[src/rtl/cpu_ctrl_pkg.sv]
// Shared encodings for the hardwired control unit: opcodes, IR field positions, sequencer states.
// No logic and no latency; flow control is handled by the modules that import it.
package cpu_ctrl_pkg;

  localparam int OPW = 5;

  localparam int OP_HI = 31;
  localparam int OP_LO = 27;
  localparam int RA_HI = 26;
  localparam int RA_LO = 23;
  localparam int RB_HI = 22;
  localparam int RB_LO = 19;
  localparam int RC_HI = 18;
  localparam int RC_LO = 15;

  localparam logic [OPW-1:0] OP_ADD  = 5'b00011;
  localparam logic [OPW-1:0] OP_SUB  = 5'b00100;
  localparam logic [OPW-1:0] OP_AND  = 5'b00101;
  localparam logic [OPW-1:0] OP_OR   = 5'b00110;
  localparam logic [OPW-1:0] OP_NOP  = 5'b11010;
  localparam logic [OPW-1:0] OP_HALT = 5'b11011;

  typedef enum logic [2:0] {
    S_HALT = 3'd0,
    S_T0   = 3'd1,
    S_T1   = 3'd2,
    S_T2   = 3'd3,
    S_T3   = 3'd4,
    S_T4   = 3'd5,
    S_T5   = 3'd6
  } state_t;

endpackage

[src/rtl/control_unit_ir_decode.sv]
// Opcode classifier: exactly one of rtype/nop/halt/illegal is high for any opcode.
// Purely combinational, zero latency, no flow control.
module ir_decode
  import cpu_ctrl_pkg::*;
(
  input  logic [OPW-1:0] opcode,
  output logic           is_rtype,
  output logic           is_nop,
  output logic           is_halt,
  output logic           is_illegal
);

  always_comb begin
    is_rtype   = 1'b0;
    is_nop     = 1'b0;
    is_halt    = 1'b0;
    is_illegal = 1'b0;
    case (opcode)
      OP_ADD, OP_SUB, OP_AND, OP_OR: is_rtype = 1'b1;
      OP_NOP:                        is_nop   = 1'b1;
      OP_HALT:                       is_halt  = 1'b1;
      default:                       is_illegal = 1'b1;
    endcase
  end

endmodule

[src/rtl/control_unit.sv]
// Hardwired fetch/execute sequencer for the single-bus datapath; strobes decode from state (and IR in T3/T4).
// Fetch stalls in T1 until mem_ready; R-type takes 6 cycles, NOP/HALT/illegal 4; stop halts at the next boundary.
module control_unit #(
  parameter int OPW = 5
) (
  input  logic           clock,
  input  logic           clear,
  input  logic [31:0]    IR,
  input  logic           mem_ready,
  input  logic           start,
  input  logic           stop,
  output logic           PCout,
  output logic           Zlowout,
  output logic           MDRout,
  output logic           MARin,
  output logic           MDRin,
  output logic           PCin,
  output logic           IRin,
  output logic           Yin,
  output logic           Zin,
  output logic           IncPC,
  output logic           Read,
  output logic           Gra,
  output logic           Grb,
  output logic           Grc,
  output logic           Rin,
  output logic           Rout,
  output logic [OPW-1:0] alu_op,
  output logic           run,
  output logic           illegal
);

  cpu_ctrl_pkg::state_t state_q, state_d;
  logic stop_pend, stop_pend_d, stop_any;
  logic [cpu_ctrl_pkg::OPW-1:0] opcode;
  logic is_rtype, is_nop, is_halt, is_illegal;
  // Register fields are consumed by the select-and-encode logic, not here.
  logic unused_ir;

  assign opcode    = IR[cpu_ctrl_pkg::OP_HI:cpu_ctrl_pkg::OP_LO];
  assign unused_ir = ^IR[cpu_ctrl_pkg::OP_LO-1:0];
  assign stop_any  = stop_pend | stop;

  ir_decode u_ir_decode (
    .opcode     (opcode),
    .is_rtype   (is_rtype),
    .is_nop     (is_nop),
    .is_halt    (is_halt),
    .is_illegal (is_illegal)
  );

  always_ff @(posedge clock or posedge clear) begin
    if (clear) begin
      state_q   <= cpu_ctrl_pkg::S_HALT;
      stop_pend <= 1'b0;
    end else begin
      state_q   <= state_d;
      stop_pend <= stop_pend_d;
    end
  end

  always_comb begin
    state_d = state_q;
    PCout   = 1'b0;
    Zlowout = 1'b0;
    MDRout  = 1'b0;
    MARin   = 1'b0;
    MDRin   = 1'b0;
    PCin    = 1'b0;
    IRin    = 1'b0;
    Yin     = 1'b0;
    Zin     = 1'b0;
    IncPC   = 1'b0;
    Read    = 1'b0;
    Gra     = 1'b0;
    Grb     = 1'b0;
    Grc     = 1'b0;
    Rin     = 1'b0;
    Rout    = 1'b0;
    alu_op  = '0;
    illegal = 1'b0;
    case (state_q)
      cpu_ctrl_pkg::S_HALT: begin
        if (start && !stop) state_d = cpu_ctrl_pkg::S_T0;
      end
      cpu_ctrl_pkg::S_T0: begin
        PCout   = 1'b1;
        MARin   = 1'b1;
        IncPC   = 1'b1;
        Zin     = 1'b1;
        state_d = cpu_ctrl_pkg::S_T1;
      end
      cpu_ctrl_pkg::S_T1: begin
        // PCin repeats harmlessly during wait cycles since Z holds PC+1.
        Zlowout = 1'b1;
        PCin    = 1'b1;
        Read    = 1'b1;
        MDRin   = 1'b1;
        if (mem_ready) state_d = cpu_ctrl_pkg::S_T2;
      end
      cpu_ctrl_pkg::S_T2: begin
        MDRout  = 1'b1;
        IRin    = 1'b1;
        state_d = cpu_ctrl_pkg::S_T3;
      end
      cpu_ctrl_pkg::S_T3: begin
        if (is_rtype) begin
          Grb     = 1'b1;
          Rout    = 1'b1;
          Yin     = 1'b1;
          state_d = cpu_ctrl_pkg::S_T4;
        end else if (is_halt) begin
          state_d = cpu_ctrl_pkg::S_HALT;
        end else begin
          illegal = is_illegal & ~is_nop;
          state_d = stop_any ? cpu_ctrl_pkg::S_HALT : cpu_ctrl_pkg::S_T0;
        end
      end
      cpu_ctrl_pkg::S_T4: begin
        Grc     = 1'b1;
        Rout    = 1'b1;
        Zin     = 1'b1;
        alu_op  = OPW'(opcode);
        state_d = cpu_ctrl_pkg::S_T5;
      end
      cpu_ctrl_pkg::S_T5: begin
        Zlowout = 1'b1;
        Gra     = 1'b1;
        Rin     = 1'b1;
        state_d = stop_any ? cpu_ctrl_pkg::S_HALT : cpu_ctrl_pkg::S_T0;
      end
      default: state_d = cpu_ctrl_pkg::S_HALT;
    endcase
    run         = (state_q != cpu_ctrl_pkg::S_HALT);
    stop_pend_d = (state_d == cpu_ctrl_pkg::S_HALT) ? 1'b0 : stop_any;
  end

endmodule

[config.mk]
export PLATFORM = sky130hd
export DESIGN_NAME = control_unit
export DESIGN_NICKNAME = d
export VERILOG_FILES = /design/src/rtl/cpu_ctrl_pkg.sv /design/src/rtl/control_unit_ir_decode.sv /design/src/rtl/control_unit.sv
export SDC_FILE = /design/constraint.sdc
export NUM_CORES = 1
export LEC_CHECK = 0
export CORE_AREA = 4 4 48 50
export DETAILED_ROUTE_END_ITERATION = 10
export DIE_AREA = 0 0 52 54
export PLACE_DENSITY = 0.84
export SLEW_MARGIN = 20
export SYNTH_ARGS = -nofsm -noshare
export SYNTH_HDL_FRONTEND = slang
export SYNTH_SLANG_ARGS = --single-unit
[constraint.sdc]
create_clock -name clock -period 2.1 [get_ports clock]
set_input_delay 0.315 -clock clock [delete_from_list [all_inputs] [get_ports clock]]
set_output_delay 0.315 -clock clock [all_outputs]
set_load 0.1 [all_outputs]
Yosys cells after proc, flatten, opt, wreduce, memory -nomap -nowiden
Cells that the tools add are included.

Bits in registers: 4. Bits in latches: 0. RAM bits: 0. Memory bits (read-only): 0. Bits of input ports: 37. Output and inout port bits: 23. Word-level logic and storage cells: 51. Memories kept: 0.

Add/subtract/negate cells: 0. Multipliers: 0. Div/mod/pow operators: 0. Order comparisons: 0. Eq/ne operators: 12. Shift operators: 0. Mux-type cells: 25. Bitwise gates (word level): 3. Reduce and logical (&&, ||, !) cells: 9.

Operators by type and width (number): 3-bit case mux with 7 select lines (1); 1-bit two-way mux (19); 5-bit by 3-bit equality test with 1-bit output (second input constant) (3); 5-bit equality test (second input constant) (2); 3-bit equality test (second input constant) (3); 3-bit two-way mux (3); 3-bit by 2-bit equality test with 1-bit output (second input constant) (2); 3-bit logical NOT (2); 6-bit OR reduction (1); 5-bit by 2-bit equality test with 1-bit output (second input constant) (1); 5-bit two-way mux (1); 2-bit OR reduction (2); 4-bit OR reduction (1); 3-bit by 1-bit equality test with 1-bit output (second input constant) (1); 3-bit nonzero test (1); 1-bit case mux with 2 select lines (1); 1-bit bitwise AND (1); 1-bit logical AND (1); 1-bit logical NOT (1); 1-bit inverter (1); 1-bit OR (1).

Logic depth before layout (Yosys ltp)
Depth in word-level cells: 7. Gate-level depth with buffers: 5. Gate-level depth less buffers: 4.

Hierarchy
Synthesis repeated with hierarchy kept, for this count alone.

Cell total of the unflattened synthesis: 58. Area total of the unflattened synthesis: 416.6 um^2.

Modules (own cells, without submodules): control_unit (times used 1, cells an instance 48, area an instance 354.1 um^2, seq. area each 100.1 um^2); ir_decode (times used 1, cells an instance 10, area an instance 62.6 um^2, seq. area each 0.0 um^2).

Worst setup path before layout
OpenSTA, ideal clock, no wires.

Path type: reg2out. Start point: reg state_q[0]. End point: out illegal. Arrival: 3.519 ns. Required time: 1.785 ns. Path slack: -1.734 ns. Stages on the path, launching flop included: 3. Buffers on the path: 0. Path through: dfrtp_1 > nand2b_1 > nor4_1.

Word-level cells in the longest chain between the ends: 2.

Ends and longest elaborated chain: start, declared (line control_unit.sv:33) `cpu_ctrl_pkg::state_t state_q, state_d;`; start signal, assigned (line control_unit.sv:54) `state_q <= cpu_ctrl_pkg::S_HALT;`; start signal, assigned (line control_unit.sv:57) `state_q <= state_d;`; 3-bit equality test (line control_unit.sv:82) `case (state_q)`; 1-bit two-way mux (line control_unit.sv:82); end, declared (line control_unit.sv:30) `output logic illegal`.

No other way between the ends.

Worst setup path after layout
Start point: in IR[27]. End point: out illegal.

Word-level cells in the longest chain between the ends: 7. Elaborated cells on any way between the ends: 17. Those cells by class: eq/ne: 6; mux: 7; bitwise: 2; reduce/logical: 2.

Ends and longest elaborated chain: start, declared (line control_unit.sv:8) `input logic [31:0] IR,`; 5-bit by 2-bit equality test with 1-bit output (tied with other cells) (line control_unit_ir_decode.sv:18) `case (opcode)`; 6-bit OR reduction (no line) or 1-bit two-way mux (tied branches); 1-bit two-way mux or 1-bit inverter (tied branches) (line control_unit_ir_decode.sv:18, control_unit.sv:115); 1-bit bitwise AND (line control_unit.sv:115) `illegal = is_illegal & ~is_nop;`; 1-bit two-way mux (line control_unit.sv:112) `end else if (is_halt) begin`; 1-bit two-way mux (*) (line control_unit.sv:107) `if (is_rtype) begin`; 1-bit two-way mux (*) (line control_unit.sv:82).

Every way passes the cells marked *; elsewhere a longest branch is shown, timed or not.

==> metrics.txt <==
status finished, final reports clean; Mean Syn Cell Area 8.32 sq um; nets@finish 116; final worst path period need 2020 ps; initial DRC count 2; worst-path fanout max 4; first-pass iteration count of the detailed router 4; Max Cap Viol 0; Worst-path clk slew 40 ps; area of the multi-input gates 284 sq um; DR vias/cell 4.30; Die Width 52 microns; HP Class in2async; initial core utilization 0.210; CTS tree yes; clock buffer depth 2; dpl hpwl 1170 microns; synth warn 0; reg-to-reg critical path startpoint state_q[0]$_DFF_PP0_; Relative slew margins 0.736; GRT Util Overall 0.102; Least-Margin Pin Slew 393 ps; Core ar. 0.00190 sq mm; P_leak 0.457 nW; io pins 60; Layout area overhead 160%; Overflow after GRT 0; critical path cell sequence clkdlybuf4s50_1 -> nand3b_1 -> a211oi_1 -> nor4_4 -> buf_12; Post-Place Cells 101; CTS Buf Count 3; share of layout cells above drive strength 1 0.603; Mapped Nets 85; Clock Skews 5.94 ps; DIE AREA 0.00281 sq mm; via count 452; antenna violations before repair 0; Critical Path End Type output port; Slew Limit Fails 0; Avg WL per Cell 12.3 microns; Hold Buf Count CTS 0; die height 54 microns; Port-buffer cells 32; Syn Inst Count 48; Antenna Violating Nets Remaining 0; root buf cell clkbuf_4; # DRC 0; Final setup viols 0; most frequent cells in the layout buf_12, clkdlybuf4s50_1; register area 101 sq um; TritonCTS Sinks 4; Final Hold Fails 0; Ant. Diodes 0; cell area after synthesis 399 sq um; most common cell after layout, fill and taps aside buf_12; PwrDens 1850 mW/mm^2; R2R Setup Slk 380 ps; Setup crit start kind input pin; RD Place Congestion 0.838; RSZ-0062 raised after global routing no; largest net degree at the start of global routing 11; crit path kind in2out; Required @ worst endpoint 1780 ps; end point of the critical path illegal; Max IR drop VDD 0.821 mV; Seq/Total Area, Yosys 0.251; reg2reg path depth 5; Yosys reg bits 4; vias in the first global route 491; Filler cells 156; Clock Latency Late Sink 230 ps; WP data arrival 1700 ps; Max Clk Rate 496 MHz; peak per-stage delay on the critical path 530 ps; fin cells 105; Worst R2R End stop_pend$_DFF_PP0_; worst setup path start IR[27]; Tot Pwr 1.92 mW; H-tree lvl count 1; Yosys cell types 27; Final period util 0.961; WL final 1290 microns; Post-CTS Setup Bufs 0; Worst path slowest cell clkdlybuf4s50_1; placement row count 16; first-pass GRT wire length 2080 microns
==> through the flow <==
step | utilization | instance area (sq um) | hold WS [ps] | setup slack, ps | setup TNS, ps
6_report | 0.545 | 1040 | 261 | 82.5 | 0
2_1_floorplan | - | 487 | 81.0 | -357 | -960
3_5_place_dp | 0.524 | 997 | 506 | 14.1 | 0
4_1_cts | 0.539 | 1030 | 253 | 5.48 | 0
5_1_grt | 0.545 | 1040 | 265 | 5.83 | 0
3_3_place_gp | 0.524 | 997 | 498 | 29.8 | 0
==> how the worst min path moves through the flow <==
stage	slack, ps	from	cells past startpoint	end
2_1_floorplan	80	clear	1	state_q[0]$_DFF_PP0_
3_3_place_gp	500	clear	2	stop_pend$_DFF_PP0_
3_5_place_dp	510	clear	2	stop_pend$_DFF_PP0_
4_1_cts	250	clear	2	state_q[2]$_DFF_PP0_
5_1_grt	270	clear	2	state_q[2]$_DFF_PP0_
6_report	260	clear	2	state_q[2]$_DFF_PP0_
==> synth_stat cells, drive strengths merged <==
cell | count | area (sq um)
buf | 9 | 68.8
and3 | 5 | 35.0
dfrtp | 4 | 100
nor2 | 4 | 15.0
nand2 | 3 | 11.3
a211oi | 2 | 20.0
inv | 2 | 7.51
nor2b | 2 | 12.5
nor3 | 2 | 10.0
or2 | 2 | 12.5
or3 | 2 | 17.5
a211o | 1 | 8.76
a21bo | 1 | 10.0
a21boi | 1 | 7.51
and2 | 1 | 8.76
and4b | 1 | 10.0
nand2b | 1 | 6.26
nand3 | 1 | 5.00
nand3b | 1 | 7.51
nor4 | 1 | 6.26
o32a | 1 | 10.0
or3b | 1 | 8.76
==> registers in the layout, indices dropped and copies added (netlist names) <==
| name | count |
|---|---|
| state_q | 3 |
| stop_pend | 1 |
==> report_power, final <==
part	switching (mW)	leakage (nW)	internal, mW
Sequential	0.0442	0.0499	0.114
Clock	0.0301	0.0150	0.0712
Combinational	1.10	0.392	0.563
==> layout make-up <==
| cell class | count | share of cell area |
|---|---|---|
| clock buffer | 4 | 0.0253 |
| inverter | 2 | 0.00724 |
| multi-input combinational | 33 | 0.274 |
| sequential | 4 | 0.0977 |
| tap | 27 | 0.0326 |
| timing repair buffer | 35 | 0.563 |
==> layer usage <==
metal / share of wire / track usage
met1: 0.34 / 0.100
met5: 0 / 0
met3: 0.086 / 0.0388
met4: 0.0062 / 0.0524
met2: 0.57 / 0.186
==> what timing repair did <==
item | in CTS | in global routing
pin swaps | 0 | 2
resized for setup | 1 | 4
hold endpoints to repair | 0 | 0
setup endpoints to repair | 4 | 3
==> logic make-up after synthesis <==
| group | share of synthesized area |
|---|---|
| flip-flops | 0.251 |
| AND/OR/NAND/NOR | 0.417 |
| buffers and inverters | 0.191 |
| AO/OA/AOI/OAI | 0.141 |
==> worst max-delay path: cells and delay by family <==
family	cells	cell delay [ps]
AO/OA/AOI/OAI	1	420
buffers and inverters	2	710
AND/OR/NAND/NOR	2	250
Note: power is estimated with default switching activity, not from simulation.
